$ cat src/rtl/riscv_mem_pkg.sv
// Shared types and helpers for the RV32I data-memory port: funct3 codes, responder states,
// request legality, store lane steering and load extension.
package riscv_mem_pkg;

    localparam logic [2:0] F3_B  = 3'b000;
    localparam logic [2:0] F3_H  = 3'b001;
    localparam logic [2:0] F3_W  = 3'b010;
    localparam logic [2:0] F3_BU = 3'b100;
    localparam logic [2:0] F3_HU = 3'b101;

    typedef enum logic [1:0] {IDLE, WAIT, ACCESS, RESP} dmem_state_t;

    // Illegal size code or an access not aligned to its natural size.
    function automatic logic req_error(input logic we, input logic [2:0] f3, input logic [1:0] off);
        logic bad_f3;
        logic misaligned;
        if (we) bad_f3 = !(f3 inside {F3_B, F3_H, F3_W});
        else    bad_f3 = !(f3 inside {F3_B, F3_H, F3_W, F3_BU, F3_HU});
        misaligned = ((f3[1:0] == 2'b01) && off[0]) || ((f3[1:0] == 2'b10) && (off != 2'b00));
        return bad_f3 || misaligned;
    endfunction

    function automatic logic [3:0] store_be(input logic [2:0] f3, input logic [1:0] off);
        case (f3[1:0])
            2'b00:   return 4'b0001 << off;
            2'b01:   return off[1] ? 4'b1100 : 4'b0011;
            default: return 4'b1111;
        endcase
    endfunction

    // Right-aligned store data copied into every lane so the byte enables pick the target.
    function automatic logic [31:0] store_lanes(input logic [2:0] f3, input logic [31:0] wdata);
        case (f3[1:0])
            2'b00:   return {4{wdata[7:0]}};
            2'b01:   return {2{wdata[15:0]}};
            default: return wdata;
        endcase
    endfunction

    function automatic logic [31:0] load_extend(input logic [31:0] word, input logic [2:0] f3,
                                                input logic [1:0] off);
        logic [31:0] sh;
        sh = word >> {off, 3'b000};
        case (f3)
            F3_B:    return {{24{sh[7]}}, sh[7:0]};
            F3_BU:   return {24'h0, sh[7:0]};
            F3_H:    return {{16{sh[15]}}, sh[15:0]};
            F3_HU:   return {16'h0, sh[15:0]};
            default: return word;
        endcase
    endfunction

endpackage

$ cat src/rtl/dmem_lane_ram.sv
// Word-organised RAM built from four independent byte lanes, per-lane write enable, registered read.
// Contents are never reset; read data holds until the next read enable.
module dmem_lane_ram #(
    parameter int WORDS = 128,
    parameter int AW    = $clog2(WORDS)
) (
    input  logic          clk,
    input  logic [AW-1:0] addr_i,
    input  logic [3:0]    be_i,
    input  logic [31:0]   wdata_i,
    input  logic          re_i,
    output logic [31:0]   rdata_o
);

    logic [31:0] rdata_q;

    for (genvar l = 0; l < 4; l++) begin : g_lane
        logic [7:0] lane_q [WORDS];

        always_ff @(posedge clk) begin
            if (be_i[l]) lane_q[addr_i] <= wdata_i[8*l +: 8];
            if (re_i)    rdata_q[8*l +: 8] <= lane_q[addr_i];
        end
    end

    assign rdata_o = rdata_q;

endmodule

$ cat src/rtl/dmem_responder.sv
// Memory-side responder for the core load/store port: one request at a time, WAIT_CYCLES wait
// states, then a one-cycle ACCESS and a one-cycle response strobe.
module dmem_responder
    import riscv_mem_pkg::*;
#(
    parameter int DATA_W      = 32,
    parameter int ADDR_W      = 9,
    parameter int WAIT_CYCLES = 2
) (
    input  logic              clk,
    input  logic              reset,
    input  logic              req_valid,
    output logic              req_ready,
    input  logic              req_we,
    input  logic [ADDR_W-1:0] req_addr,
    input  logic [2:0]        req_funct3,
    input  logic [DATA_W-1:0] req_wdata,
    output logic              resp_valid,
    output logic [DATA_W-1:0] resp_rdata,
    output logic              resp_err
);

    localparam int         WORDS     = 2 ** (ADDR_W - 2);
    localparam logic [3:0] WAIT_INIT = (WAIT_CYCLES > 0) ? 4'(WAIT_CYCLES - 1) : 4'd0;

    dmem_state_t       state_q, state_d;
    logic [3:0]        cnt_q, cnt_d;
    logic              we_q, err_q;
    logic [ADDR_W-1:0] addr_q;
    logic [2:0]        f3_q;
    logic [DATA_W-1:0] wdata_q;
    logic [DATA_W-1:0] hold_rdata_q;
    logic              hold_err_q;

    logic              handshake;
    logic [3:0]        ram_be;
    logic              ram_re;
    logic [DATA_W-1:0] ram_rdata;
    logic [DATA_W-1:0] rdata_now;

    assign req_ready = (state_q == IDLE) && reset;
    assign handshake = req_valid && req_ready;

    always_comb begin
        state_d = state_q;
        cnt_d   = cnt_q;
        ram_be  = 4'b0000;
        ram_re  = 1'b0;
        case (state_q)
            IDLE: begin
                if (handshake) begin
                    if (WAIT_CYCLES == 0) begin
                        state_d = ACCESS;
                    end else begin
                        state_d = WAIT;
                        cnt_d   = WAIT_INIT;
                    end
                end
            end
            WAIT: begin
                if (cnt_q == 4'd0) state_d = ACCESS;
                else               cnt_d   = cnt_q - 4'd1;
            end
            ACCESS: begin
                state_d = RESP;
                // A reset landing on the ACCESS edge still suppresses the write.
                if (!err_q && reset) begin
                    if (we_q) ram_be = store_be(f3_q, addr_q[1:0]);
                    else      ram_re = 1'b1;
                end
            end
            RESP:    state_d = IDLE;
            default: state_d = IDLE;
        endcase
    end

    always_ff @(posedge clk) begin
        if (!reset) begin
            state_q <= IDLE;
            cnt_q   <= 4'd0;
            we_q    <= 1'b0;
            err_q   <= 1'b0;
            addr_q  <= '0;
            f3_q    <= 3'b000;
            wdata_q <= '0;
        end else begin
            state_q <= state_d;
            cnt_q   <= cnt_d;
            if (handshake) begin
                we_q    <= req_we;
                addr_q  <= req_addr;
                f3_q    <= req_funct3;
                wdata_q <= req_wdata;
                err_q   <= req_error(req_we, req_funct3, req_addr[1:0]);
            end
        end
    end

    dmem_lane_ram #(.WORDS(WORDS)) u_ram (
        .clk     (clk),
        .addr_i  (addr_q[ADDR_W-1:2]),
        .be_i    (ram_be),
        .wdata_i (store_lanes(f3_q, wdata_q)),
        .re_i    (ram_re),
        .rdata_o (ram_rdata)
    );

    assign rdata_now = (err_q || we_q) ? '0 : load_extend(ram_rdata, f3_q, addr_q[1:0]);

    // The RAM output is live only during RESP; afterwards the hold registers keep the response.
    always_ff @(posedge clk) begin
        if (!reset) begin
            hold_rdata_q <= '0;
            hold_err_q   <= 1'b0;
        end else if (state_q == RESP) begin
            hold_rdata_q <= rdata_now;
            hold_err_q   <= err_q;
        end
    end

    assign resp_valid = (state_q == RESP);
    assign resp_rdata = resp_valid ? rdata_now : hold_rdata_q;
    assign resp_err   = resp_valid ? err_q : hold_err_q;

endmodule

$ cat config.mk
export PLATFORM = sky130hd
export DESIGN_NAME = dmem_responder
export DESIGN_NICKNAME = d
export VERILOG_FILES = /design/src/rtl/riscv_mem_pkg.sv /design/src/rtl/dmem_lane_ram.sv /design/src/rtl/dmem_responder.sv
export SDC_FILE = /design/constraint.sdc
export NUM_CORES = 2
export LEC_CHECK = 0
export CAP_MARGIN = 20
export CORE_ASPECT_RATIO = 1.75
export CORE_MARGIN = 8
export CORE_UTILIZATION = 32
export DETAILED_ROUTE_END_ITERATION = 10
export GPL_TIMING_DRIVEN = 0
export PLACE_DENSITY = 0.56
export SETUP_SLACK_MARGIN = 0.05
export SLEW_MARGIN = 20
export SYNTH_ARGS = -nofsm -noshare
export SYNTH_HDL_FRONTEND = slang
export SYNTH_SLANG_ARGS = --single-unit
$ cat constraint.sdc
create_clock -name clk -period 12.7 [get_ports clk]
set_input_delay 1.905 -clock clk [delete_from_list [all_inputs] [get_ports clk]]
set_output_delay 1.905 -clock clk [all_outputs]
set_load 0.01 [all_outputs]
# --- Yosys cells after proc, flatten, opt, wreduce, memory -nomap -nowiden ---
# Memory sizes are Yosys's and may differ from the RTL's. A register that Yosys moved wholly into a read port is not among the register bits.
# Cells that the tools add are included.
word_totals:
  out_inout_bits: 35
  mem_count: 4
  rom_bits: 0
  wordCells: 84
  in_bits: 48
  reg_bits: 85
  latchBits: 0
  ram_bits: 4096
memory_table:
  columns: ["name", "depth", "word_bits", "rd", "rd_ports_with_merged_regs", "write_ports", "line_no", "rtl"]
  rows:
  - ["u_ram.g_lane[0].lane_q", 128, 8, 1, 1, 1, "dmem_lane_ram.sv:18", "logic [7:0] lane_q [WORDS];"]
  - ["u_ram.g_lane[1].lane_q", 128, 8, 1, 1, 1, "dmem_lane_ram.sv:18", null]
  - ["u_ram.g_lane[2].lane_q", 128, 8, 1, 1, 1, "dmem_lane_ram.sv:18", null]
  - ["u_ram.g_lane[3].lane_q", 128, 8, 1, 1, 1, "dmem_lane_ram.sv:18", null]
op_classes:
  order_cmp: 0
  div_mod_pow: 0
  n_mux: 30
  multipliers: 0
  add_sub_neg: 1
  n_bitwise: 0
  eq_ne: 16
  shifts: 2
  n_reduce_logical: 22
ops:
  columns: ["operator", "count"]
  rows:
  - ["$pmux 32 s4", 1]
  - ["$mux 32", 2]
  - ["$pmux 32 s2", 1]
  - ["$shr 32x5->16", 1]
  - ["$mux 4", 6]
  - ["$pmux 4 s2", 2]
  - ["$mux 1", 15]
  - ["$eq 3x3->1 const B", 4]
  - ["$pmux 2 s4", 1]
  - ["$eq 2x1->1 const B", 3]
  - ["$eq 2x2->1 const B", 3]
  - ["$eq 3x1->1 const B", 2]
  - ["$logic_not 3->1", 2]
  - ["$ne 2x2->1 const B", 3]
  - ["$logic_and 1x1->1", 5]
  - ["$reduce_bool 5->1", 1]
  - ["$logic_not 2->1", 2]
  - ["$logic_not 4->1", 1]
  - ["$mux 2", 2]
  - ["$reduce_bool 2->1", 2]
  - ["$shl 1x2->4 const A", 1]
  - ["$sub 4x1->4 const B", 1]
  - ["$eq 3x2->1 const B", 1]
  - ["$logic_not 1->1", 3]
  - ["other kinds (4)", 6]

# --- Logic depth before layout (Yosys ltp) ---
logic_depth:
  depth_word: 7
  depth_mapped: 10
  depth_no_buf: 7

# --- By module ---
# Synthesis repeated with hierarchy kept, for this count alone.
unflattened:
  cells_unflattened: 10257
  area_unflattened_um2: 163598.2
modules_own_cells:
  columns: ["module", "cells_per_inst", "seq_area_each_um2", "n_inst", "area_per_inst_um2"]
  rows:
  - ["dmem_lane_ram", 9688, 123958.9, 1, 159136.4]
  - ["dmem_responder", 569, 1701.6, 1, 4461.8]

# --- Worst setup path after synthesis ---
# OpenSTA, ideal clock, no wires.
synth_path:
  path_kind: "reg2reg"
  start: "reg wdata_q[4]"
  end: "mem u_ram.g_lane[3].lane_q[0][4], data pin"
  path_stages_with_launch: 3
  t_required_ns: 11.499
  path_slack_ns: 4.374
  arrival_ns: 7.124
  n_path_buf: 0
  period_less_slack_ns: 8.326
  setup_time_ns: 1.201
  path_cell_list: "dfxtp_1 mux2i_1 o21ai_0"
synth_between:
  elab_chain_len: 1
synth_rtl:
  columns: ["element", "line_no", "rtl"]
  rows:
  - ["from (decl)", "dmem_responder.sv:31", "logic [DATA_W-1:0] wdata_q;"]
  - ["from (signal assigned)", "dmem_responder.sv:93", "wdata_q <= req_wdata;"]
  - ["$pmux 32 s2", "riscv_mem_pkg.sv:33", "case (f3[1:0])"]
  - ["via u_ram.wdata_i[28]", "dmem_lane_ram.sv:10", "input logic [31:0] wdata_i,"]
  - ["to (decl)", "dmem_lane_ram.sv:18", null]
# The timed path passes the listed nets, and every way through them passes these cells.

# --- Final worst setup path ---
layout_path:
  start: "reg state_q[0]"
  end: "out resp_rdata[27]"
layout_between:
  elab_chain_len: 2
layout_rtl:
  columns: ["element", "line_no", "rtl"]
  rows:
  - ["from (decl)", "dmem_responder.sv:26", "dmem_state_t state_q, state_d;"]
  - ["from (signal assigned)", "dmem_responder.sv:87", "state_q <= state_d;"]
  - ["$eq 2x2->1", "dmem_responder.sv:121", "assign resp_valid = (state_q == RESP);"]
  - ["$mux 32", null, null]
  - ["to (decl)", "dmem_responder.sv:19", "output logic [DATA_W-1:0] resp_rdata,"]
# Every way passes these cells.

==> summary.txt <==
Logic synthesis
  – Post-synth EDFFs: 4128
  – Top-area cell type share of the netlist area: roughly 76%
  – Syn nets: approximately 7100
  – Post-synthesis sequential area ratio: 77.1%
  – Post-synth top flop: edfxtp_1
  – Top post-synthesis cells by area: edfxtp_1 76%, mux4_2 19%, nor2_1 1.3%
  – Fraction of registers with async set or reset after synthesis: 0%
  – Biggest area consumer among synthesized cells: edfxtp_1
  – Yosys reg bits: 4213
  – Synthesized area: roughly 0.16 sq mm
  – Mapped Avg Cell Area: ~23 sq um
  – Post-synth cell types: 49
  – Warnings from Yosys: 0
  – Post-Syn Instances: 7089

Floorplanning
  – Core area: 0.507 sq mm
  – Num rows: between 300 and 400
  – Die ar.: 0.533 sq mm
  – Die H: 960 um
  – Num ports: 83
  – Initial core utilization: 32.1%
  – Die width: 555 um

Critical path
  – CP Max Fanout: 10
  – CP max stage delay: 900 ps
  – RR Startpoint: addr_q[4]
  – Critical Path End: resp_rdata[27]
  – R2R Setup Slk: 7370 ps
  – Worst-path cell chain: ha_1 -> clkbuf_1 -> inv_2 -> or3_1 -> clkbuf_1 -> clkbuf_1 -> o32ai_2 -> clkdlybuf4s50_1
  – R2r endpoint: u_ram.rdata_o[8]
  – R2R depth: 8
  – CP Capture Type: output pin
  – Worst Path Required: 10800 ps
  – Most frequent CP cell: clkbuf_1
  – Crit path arrival time: about 5300 ps
  – Critical path class: register to output pin
  – Critical Path Start: state_q[0]
  – Startpoint Class: register
  – CP max-delay cell: o32ai_2

Placed design
  – Placed insts: 14100
  – DP Wirelength: 401000 um
  – Port Buffer Count: 82
  – Placer Congestion: 0.945

Layout
  – Syn-to-layout area delta: 15.8%
  – Fillcell total: 45600
  – Finished Layout Cells: 15100
  – Fraction of layout cells with a size suffix above 1: between 20% and 30%
  – Nets: slightly below 8000

Detailed routing
  – Initial DRC count: 9822
  – Drt first pass iters: 9
  – Antenna viol nets, final: 0
  – Via count: 79800
  – Routed WL per cell: 35.6 um
  – DRC: 0
  – DRT Wirelength: 540000 um
  – Vias per std cell: 5.27

STA
  – Tightest Pin Transition: 1300 ps
  – Relative slew slack: 13.4%
  – TNS Setup: 0 ps
  – Final Hold Viols: 0
  – Max Freq: 139 MHz
  – # setup viols final: 0
  – Final clock skew: 92.3 ps
  – Tmin final: 7210 ps
  – RSZ-0062 raised after global routing: no
  – Final Max Slew Viols: 0
  – Period utilization: 56.8%

Flow run
  – Max-cap violations: 0

Pwr
  – Peak supply drop: approximately 0.15 mV
  – Overall Power: about 0.035 W
  – Pwr/cell area: 187 mW/mm^2
  – Leak: 55.7 nW

Clock tree
  – Hold Buf Count CTS: 0
  – Clock root cell: clkbuf_16
  – CTS clk-pin slew, worst paths: ~70 ps
  – # resized after CTS: 0
  – CTS max path bufs: 4
  – Clk_lat worst skew: 970 ps
  – CTS tree: yes
  – CTS sink count: 4213
  – Post-CTS repair timing setup buffer count: 0
  – Cts bufs inserted: 358
  – H-tree depth: 5

Global route
  – Total gr overflow: 0
  – GRT Total Usage: 19.6%
  – Largest net degree at the start of global routing: 89
  – Initial antenna violation count: 127
  – Vias in the first global route: 82000
  – First-pass GRT wire length: about 710000 um

Run status
  – Status: complete, no violations

Min path
  – Worst hold path class: register to register
[registers in the layout, indices dropped and copies added, names as in the netlist]
name                 count
err_q                    1
hold_err_q               1
wdata_q                 32
f3_q                     3
state_q                  2
u_ram.g_lane.lane_q   4096
hold_rdata_q            32
u_ram.rdata_o           32
addr_q                   9
cnt_q                    4
we_q                     1
[critical path, delay by kind of cell (launching register included)]
family,cells,cell delay [ps]
compound gates,1,900
fa+ha+maj,1,260
buf+inv,5,2400
flops,1,390
simple gates,1,380
[synthesized netlist by cell type (all sizes together) (5+ instances only)]
master	instances
a21o	6
nor2b	5
nor3	11
mux2	55
o32ai	16
inv	29
dfxtp	85
clkbuf	306
buf	109
ha	7
o21ai	21
nand2	254
nor2	547
a22oi	7
nand3	47
mux4	1345
nand2b	11
a21oi	12
and2	31
a222oi	6
edfxtp	4128
a21boi	8
mux2i	13
[final cells by class]
| class | count | area, sq um | share of cell area [%] |
|---|---|---|---|
| diodes | 412 | 1030 | 0.547 |
| plain buffers | 415 | 1760 | 0.932 |
| clock buffers | 412 | 9300 | 4.93 |
| clock inverters | 241 | 2460 | 1.30 |
| inverters | 29 | 109 | 0.0577 |
| multi-input cells | 2432 | 36000 | 19.1 |
| flip-flops and latches | 4213 | 126000 | 66.7 |
| well taps | 6786 | 8490 | 4.50 |
| repair buffers | 209 | 3750 | 1.99 |
[logic make-up after synthesis]
family | after synthesis | synth area share, %
flip-flops | 4213 | 77.1
multiplexers | 1413 | 19.1
AND/OR/NAND/NOR | 918 | 2.26
buffers and inverters | 444 | 1.09
AO/OA/AOI/OAI | 92 | 0.397
adder cells (fa/ha/maj) | 7 | 0.0538
XOR/XNOR | 2 | 0.0108
[where the power goes]
part	switching [W]	internal (W)	leakage, nW
clock network	0.00523	0.00613	5.69
registers	0.000132	0.0162	38.6
logic	0.00499	0.00250	11.4
total	0.0104	0.0248	55.7
[metrics by stage]
step                worst slack (ps)  instance area, sq um  util [%]  hold WS (ps)
floorplan                       4370                163000         -           432
global placement               -5630                172000      34.0           447
detailed placement              5600                176000      34.7           455
CTS                             5460                187000      37.0           466
global route                    5340                189000      37.2           487
finish                          5490                189000      37.2           460
[worst min path at each step]
stage,slack [ps],cells past startpoint,startpoint,end
4_1_cts,470,2,wdata_q[28],wdata_q[28]
5_1_grt,490,2,wdata_q[30],wdata_q[30]
3_5_place_dp,460,2,wdata_q[28],wdata_q[28]
2_1_floorplan,430,2,wdata_q[16],wdata_q[16]
6_report,460,2,wdata_q[28],wdata_q[28]
3_3_place_gp,450,2,wdata_q[22],wdata_q[22]
[cell usage in the layout (no fill, tap or decap), types with 12 or more instances in the layout]
master / Yosys / routed
a21oi_1: 12 / 12
and2_1: 31 / 31
buf_1: 28 / 22
buf_12: 0 / 26
buf_16: 0 / 79
buf_2: 80 / 86
bufinv_16: 0 / 40
clkbuf_1: 306 / 285
clkbuf_16: 0 / 364
clkbuf_2: 0 / 67
clkdlybuf4s50_1: 0 / 82
clkinv_1: 0 / 59
clkinv_2: 0 / 73
clkinvlp_4: 0 / 34
dfxtp_1: 85 / 77
diode_2: 0 / 412
edfxtp_1: 4128 / 4128
inv_1: 27 / 27
inv_6: 0 / 13
mux2_2: 47 / 39
mux2_8: 0 / 16
mux2i_1: 13 / 13
mux4_2: 1345 / 1345
nand2_1: 254 / 254
nand3_1: 47 / 47
nor2_1: 547 / 544
o32ai_2: 0 / 15
[layer usage]
| metal | vias up | routed length (um) | part of all wire (%) | GRT usage (%) |
|---|---|---|---|---|
| met1 | 43200 | 165000 | 30 | 19.5 |
| met4 | 22 | 58700 | 11 | 18.5 |
| met3 | 1187 | 34700 | 6.4 | 3.00 |
| met2 | 3909 | 282000 | 52 | 34.7 |
| li1 | 31400 | - | - | - |
| met5 | - | 150 | 0.028 | 0 |
Note: power is estimated with default switching activity, not from simulation.
